--- src/rtl/id_ex_pipeline.sv ---
// ID/EX pipeline register with load-use hazard detection, flush and a saturating bubble counter.
// Latency: 1 cycle from the decode inputs to the EX_* outputs.
// Backpressure: Stall is combinational from EX state and decode inputs. It holds PC and IF/ID upstream while a bubble enters EX.
//
// Ports:
//   clk, reset      rising-edge clock and synchronous active-high reset
//   Flush           kills the instruction entering EX (taken branch or jump)
//   decode inputs   control bundle, ALUOp/ALUFunction, operands, immediate, PC+4, Rs/Rt/Rd
//   EX_* outputs    registered copies of the decode inputs; EX_Valid=0 marks a bubble
//   Stall           load-use hazard request to the fetch/decode stages
//   BubbleCount     saturating count of stall bubbles since reset (flushes are not counted)
module id_ex_pipeline #(
  parameter int NBITS = 32,
  parameter int CNT_W = 16
) (
  input  logic             clk,
  input  logic             reset,
  input  logic             Flush,
  input  logic             RegDst,
  input  logic             BranchEQ,
  input  logic             BranchNE,
  input  logic             MemRead,
  input  logic             MemtoReg,
  input  logic             MemWrite,
  input  logic             ALUSrc,
  input  logic             RegWrite,
  input  logic             JumpR,
  input  logic [2:0]       ALUOp,
  input  logic [5:0]       ALUFunction,
  input  logic [NBITS-1:0] ReadData1,
  input  logic [NBITS-1:0] ReadData2,
  input  logic [NBITS-1:0] SignExtImm,
  input  logic [NBITS-1:0] PC_4,
  input  logic [4:0]       Rs,
  input  logic [4:0]       Rt,
  input  logic [4:0]       Rd,
  output logic             EX_RegDst,
  output logic             EX_BranchEQ,
  output logic             EX_BranchNE,
  output logic             EX_MemRead,
  output logic             EX_MemtoReg,
  output logic             EX_MemWrite,
  output logic             EX_ALUSrc,
  output logic             EX_RegWrite,
  output logic             EX_JumpR,
  output logic [2:0]       EX_ALUOp,
  output logic [5:0]       EX_ALUFunction,
  output logic [NBITS-1:0] EX_ReadData1,
  output logic [NBITS-1:0] EX_ReadData2,
  output logic [NBITS-1:0] EX_SignExtImm,
  output logic [NBITS-1:0] EX_PC_4,
  output logic [4:0]       EX_Rs,
  output logic [4:0]       EX_Rt,
  output logic [4:0]       EX_Rd,
  output logic             EX_Valid,
  output logic             Stall,
  output logic [CNT_W-1:0] BubbleCount
);

  // Fields zeroed when a bubble is inserted.
  typedef struct packed {
    logic       reg_dst;
    logic       branch_eq;
    logic       branch_ne;
    logic       mem_read;
    logic       mem_to_reg;
    logic       mem_write;
    logic       alu_src;
    logic       reg_write;
    logic       jump_r;
    logic [2:0] alu_op;
  } ctrl_t;

  // Fields that always load, bubble or not.
  typedef struct packed {
    logic [5:0]       alu_function;
    logic [NBITS-1:0] read_data1;
    logic [NBITS-1:0] read_data2;
    logic [NBITS-1:0] sign_ext_imm;
    logic [NBITS-1:0] pc_4;
    logic [4:0]       rs;
    logic [4:0]       rt;
    logic [4:0]       rd;
  } dat_t;

  ctrl_t            ctrl_in;
  ctrl_t            ctrl_d, ctrl_q;
  dat_t             dat_d, dat_q;
  logic             valid_d, valid_q;
  logic [CNT_W-1:0] bubble_cnt_d, bubble_cnt_q;
  logic             rt_is_src;
  logic             stall;

  assign ctrl_in = '{reg_dst: RegDst, branch_eq: BranchEQ, branch_ne: BranchNE,
                     mem_read: MemRead, mem_to_reg: MemtoReg, mem_write: MemWrite,
                     alu_src: ALUSrc, reg_write: RegWrite, jump_r: JumpR, alu_op: ALUOp};

  // Rt is read only by R-type, stores and branches. For other instructions it is a destination.
  assign rt_is_src = RegDst | MemWrite | BranchEQ | BranchNE;

  // Load in EX whose destination is read by the instruction in decode. $zero is never a real dependency.
  assign stall = ctrl_q.mem_read & valid_q & (dat_q.rt != 5'd0) &
                 ((dat_q.rt == Rs) | ((dat_q.rt == Rt) & rt_is_src));

  always_comb begin
    ctrl_d       = ctrl_in;
    valid_d      = 1'b1;
    bubble_cnt_d = bubble_cnt_q;
    dat_d        = '{alu_function: ALUFunction, read_data1: ReadData1, read_data2: ReadData2,
                     sign_ext_imm: SignExtImm, pc_4: PC_4, rs: Rs, rt: Rt, rd: Rd};
    if (Flush) begin
      // A flush bubble replaces a killed instruction, so it is not counted as a stall.
      ctrl_d  = '0;
      valid_d = 1'b0;
    end else if (stall) begin
      ctrl_d  = '0;
      valid_d = 1'b0;
      if (bubble_cnt_q != {CNT_W{1'b1}}) begin
        bubble_cnt_d = bubble_cnt_q + CNT_W'(1);
      end
    end
  end

  always_ff @(posedge clk) begin
    if (reset) begin
      ctrl_q       <= '0;
      dat_q        <= '0;
      valid_q      <= 1'b0;
      bubble_cnt_q <= '0;
    end else begin
      ctrl_q       <= ctrl_d;
      dat_q        <= dat_d;
      valid_q      <= valid_d;
      bubble_cnt_q <= bubble_cnt_d;
    end
  end

  assign EX_RegDst      = ctrl_q.reg_dst;
  assign EX_BranchEQ    = ctrl_q.branch_eq;
  assign EX_BranchNE    = ctrl_q.branch_ne;
  assign EX_MemRead     = ctrl_q.mem_read;
  assign EX_MemtoReg    = ctrl_q.mem_to_reg;
  assign EX_MemWrite    = ctrl_q.mem_write;
  assign EX_ALUSrc      = ctrl_q.alu_src;
  assign EX_RegWrite    = ctrl_q.reg_write;
  assign EX_JumpR       = ctrl_q.jump_r;
  assign EX_ALUOp       = ctrl_q.alu_op;
  assign EX_ALUFunction = dat_q.alu_function;
  assign EX_ReadData1   = dat_q.read_data1;
  assign EX_ReadData2   = dat_q.read_data2;
  assign EX_SignExtImm  = dat_q.sign_ext_imm;
  assign EX_PC_4        = dat_q.pc_4;
  assign EX_Rs          = dat_q.rs;
  assign EX_Rt          = dat_q.rt;
  assign EX_Rd          = dat_q.rd;
  assign EX_Valid       = valid_q;
  assign Stall          = stall;
  assign BubbleCount    = bubble_cnt_q;

endmodule

--- config.mk ---
export PLATFORM = sky130hd
export DESIGN_NAME = id_ex_pipeline
export DESIGN_NICKNAME = d
export VERILOG_FILES = /design/src/rtl/id_ex_pipeline.sv
export SDC_FILE = /design/constraint.sdc
export NUM_CORES = 1
export LEC_CHECK = 0
export BUFFER_PORTS_ARGS = -buffer_cell sky130_fd_sc_hd__buf_2
export CAP_MARGIN = 15
export CORE_AREA = 2 2 135 137
export CTS_CLUSTER_DIAMETER = 200
export DETAILED_ROUTE_END_ITERATION = 12
export DIE_AREA = 0 0 137 139
export HOLD_SLACK_MARGIN = 0.05
export PLACE_DENSITY = 0.57
export SYNTH_ARGS = -nofsm -noshare
export SYNTH_HDL_FRONTEND = slang
export SYNTH_SLANG_ARGS = --single-unit
--- constraint.sdc ---
create_clock -name clk -period 2.1 [get_ports clk]
set_clock_uncertainty 0.15 [all_clocks]
set_input_delay 0 -clock clk [delete_from_list [all_inputs] [get_ports clk]]
set_output_delay 0 -clock clk [all_outputs]
set_load 0.02 [all_outputs]
==> impl_metrics.py <==
metrics = {
    "drt": {
        "via_density_per_instance": 4.17,
        "detail_route.wirelength_um": 17400,
        "detail_route.drc_violations": 0,
        "num_vias": 5178,
        "avgRoutedWirePerCell_um": 14.0,
        "antenna_nets_post_route": 0,
        "detail_route.iter0.violations": 123,
        "drt_pre_antenna_iters": 4,
    },
    "finish": {
        "areaGrowthSynthToFinish_pct": 84.3,
        "post_layout_nonfiller_instances": 1243,
        "antenna_cells": 0,
        "fillCellCount": 1484,
        "nNetsFinal": 1166,
        "drive_above_1_share": 0.409,
        "final_core_util": 0.561,
    },
    "yosys": {
        "yosysTopAreaCellShare": 0.663,
        "yosysWarnings": 0,
        "synth_area_per_inst_um2": 11.5,
        "synth_fp_nets": 633,
        "synth_seq_cells": 178,
        "postSynthCellCount": 468,
        "synth_enable_flop_cells": 0,
        "synth_seq_area_share": 0.663,
        "synth_cell_type_count": 36,
        "post-synth-top-area-cell": "sky130_fd_sc_hd__dfxtp_1",
        "synth.area.top_cells": "sky130_fd_sc_hd__dfxtp_1 66%, sky130_fd_sc_hd__nor2b_1 18%, sky130_fd_sc_hd__xor2_1 1.6%, sky130_fd_sc_hd__and2_1 1.4%, sky130_fd_sc_hd__clkbuf_1 1.3%",
        "syn_area_um2": 5380,
        "synth_ff_type": "sky130_fd_sc_hd__dfxtp_1",
        "synthArstFlopShare": 0,
    },
    "grt": {
        "vias_in_the_first_global_route": 5313,
        "gr-usage-met3": 0.0779,
        "met1_usage": 0.186,
        "grt_pass1_wl_um": 26600,
        "antenna_found_initial": 0,
        "grt_start_max_net_pins": 43,
        "use_met2": 0.316,
        "global_route.overflow_total": 0,
        "global_route.peak_usage_layer": "met2",
        "track_usage": 0.178,
    },
    "power": {
        "cellLeakagePower_nw": 4.74,
        "power-per-cell-area_nw_per_um2": 784,
        "fin_total_pwr_mw": 7.77,
        "power.ir.vdd_worst_uv": 561,
    },
    "worst_hold_path": {
        "hold_path_class": "in -> reg",
        "hold_depth": 3,
        "worst_hold_startpoint": "ReadData2[3]",
    },
    "worst_setup_path": {
        "critPathArrivalTime_ns": 2.22,
        "crit_chain": "xor2_1 > nor4_2 > a22oi_2 > buf_16 > nor4b_4 > mux2_4",
        "cp_top_family": "simple AND/OR/NAND/NOR gates",
        "cp.buffers_inverters": 1,
        "timing.setup.critical_path_class": "reg -> reg",
        "critical_path_startpoint_category": "flip-flop",
        "endpoint_kind": "flip-flop",
        "setup.worst_path.start": "EX_Rt[1]$_SDFF_PP0_",
        "slowest_stage": "sky130_fd_sc_hd__dfxtp_4",
        "crit_path_max_fanout": 15,
        "cp.required_ns": 2.25,
        "timing.reg2reg.worst_path_depth": 6,
        "path_depth": 6,
        "regToRegStartpoint": "EX_Rt[1]$_SDFF_PP0_",
        "critPathMaxStageDelay_ns": 0.36,
    },
    "clocking": {
        "worst_setup_hold_path_clk_slew_ns": 0.07,
        "numClockSinks": 178,
        "cts_max_path_buffers": 2,
        "cts_root_buf": "sky130_fd_sc_hd__clkbuf_16",
        "numCtsBuffers": 17,
        "tritoncts": "built",
        "clk_latency_ns": 0.42,
        "cts.htree.levels": 4,
    },
    "timing": {
        "fmax_mhz": 484,
        "rsz_0062_raised_after_global_routing": "yes",
        "timing_worst_slew_pin_value_ns": 0.408,
        "finalHoldViolCount": 0,
        "max_slew_margin": 0.724,
        "final-setup-viol-count": 0,
        "report.final.slew_viol_count": 0,
        "layout_worst_path_cycle_share": 0.984,
        "finalCriticalPeriod_ns": 2.07,
        "worst_hold_slack_ns": 0.170,
    },
    "die": {
        "die_w_um": 137,
        "die_area_um2": 19000,
        "floorplan.rows": 49,
        "start_util": 0.304,
        "die_h_um": 139,
        "core_um2": 17700,
        "num_io_pins": 343,
    },
    "outcome": {
        "run_status": "finished, final reports clean",
    },
    "placement": {
        "weighted_congestion_at_the_end_of_routability_driven_global_placement": 0.748,
        "dp_hpwl_um": 11400,
        "dpl.cell_count": 1028,
        "placement.io_buffers": 342,
    },
    "run": {
        "maxCapViolCount": 0,
    },
}
## sequential cells by signal, indices dropped and copies added, names as in the netlist, 3 cells and up
register	cells
EX_ReadData1	32
EX_ReadData2	32
EX_PC_4	32
EX_Rt	5
EX_Rs	5
BubbleCount	16
EX_SignExtImm	32
EX_ALUFunction	6
EX_Rd	5
EX_ALUOp	3
## power by group
part           leakage [nW]  internal [mW]  switching [mW]  total, mW
combinational          2.98          0.539           0.496       1.03
sequential             1.48           3.54          0.0449       3.58
clock                 0.285           1.78            1.37       3.15
total                  4.74           5.85            1.91       7.77
## worst register-to-register path, delay by kind of cell (launching register included)
family	cells	cell delay (ns)
buf+inv	1	0.19
xor+xnor	1	0.16
simple gates	2	0.60
compound gates	1	0.17
mux	1	0.32
flops	1	0.36
## final timing paths
| check | end | slack, ns |
|---|---|---|
| hold / removal | EX_ReadData2[3]$_SDFF_PP0_ | 0.17 |
| setup reg to reg | BubbleCount[3]$_SDFFE_PP0P_ | 0.03 |
| hold reg to reg | BubbleCount[6]$_SDFFE_PP0P_ | 0.35 |
| setup / recovery | BubbleCount[3]$_SDFFE_PP0P_ | 0.03 |
## metrics by stage
stage	TNS (ns)	instance area, um2	worst slack (ns)
CTS	0	9770	0.000578
global route	-0.161	9910	-0.0347
global placement	0	7390	0.00995
floorplan	0	5380	0.00184
detailed placement	-0.0181	7390	-0.0181
finish	0	9910	0.0329
## cell usage after synthesis (2+ instances only)
cell / number
sky130_fd_sc_hd__dfxtp_1: 178
sky130_fd_sc_hd__inv_1: 2
sky130_fd_sc_hd__nand2_1: 7
sky130_fd_sc_hd__nand3_1: 5
sky130_fd_sc_hd__a21oi_1: 12
sky130_fd_sc_hd__buf_2: 3
sky130_fd_sc_hd__xor2_1: 10
sky130_fd_sc_hd__or3_1: 5
sky130_fd_sc_hd__mux2_2: 3
sky130_fd_sc_hd__nor2_1: 13
sky130_fd_sc_hd__nor4b_1: 3
sky130_fd_sc_hd__o41ai_1: 4
sky130_fd_sc_hd__or4_1: 4
sky130_fd_sc_hd__clkbuf_1: 19
sky130_fd_sc_hd__and2_1: 12
sky130_fd_sc_hd__nor4_1: 3
sky130_fd_sc_hd__or4b_1: 4
sky130_fd_sc_hd__o31ai_1: 3
sky130_fd_sc_hd__nand4_1: 5
sky130_fd_sc_hd__o21ai_0: 5
sky130_fd_sc_hd__nor2b_1: 153
## final cells by class
class                      instances  area, um2  area share
inverter                           2       7.51    0.000758
clock inverter                    13        150      0.0152
timing repair buffer             537       3650       0.369
multi-input combinational        265       1800       0.182
tap                              229        287      0.0289
sequential                       178       3580       0.361
clock buffer                      19        433      0.0437
## cell families after synthesis
group	share of synthesized area
AND/OR/NAND/NOR	0.257
flip-flops	0.663
AO/OA/AOI/OAI	0.0347
buffers and inverters	0.0189
XOR/XNOR	0.0163
multiplexers	0.00838
adder cells (fa/ha/maj)	0.00233
## placed cells by master (no fill, tap or decap), types with 4 or more instances in the layout
cell,n
sky130_fd_sc_hd__o41ai_1,4
sky130_fd_sc_hd__clkbuf_16,17
sky130_fd_sc_hd__inv_6,4
sky130_fd_sc_hd__nor2_1,11
sky130_fd_sc_hd__xor2_1,10
sky130_fd_sc_hd__a21oi_1,11
sky130_fd_sc_hd__nand2_1,6
sky130_fd_sc_hd__and2_1,12
sky130_fd_sc_hd__buf_4,16
sky130_fd_sc_hd__nand4_1,5
sky130_fd_sc_hd__dfxtp_1,172
sky130_fd_sc_hd__nor2b_1,153
sky130_fd_sc_hd__dfxtp_2,4
sky130_fd_sc_hd__buf_2,340
sky130_fd_sc_hd__or3_1,5
sky130_fd_sc_hd__dlygate4sd3_1,178
sky130_fd_sc_hd__o21ai_0,5
sky130_fd_sc_hd__nand3_1,5
## layer usage
metal | share of wire | vias up
met5 | 0 | -
met4 | 0.016 | 0
met3 | 0.11 | 23
met2 | 0.50 | 238
met1 | 0.38 | 2342
li1 | - | 2575
## repair_timing
item	4_1_cts	5_1_grt
gates cloned	0	1
resized for setup	3	27
endpoints found under the hold margin	173	0
hold buffers	178	0
setup endpoints to repair	3	10
buffers inserted	0	4
pin swaps	1	6
No activity file was read; power rests on OpenSTA's default activity.
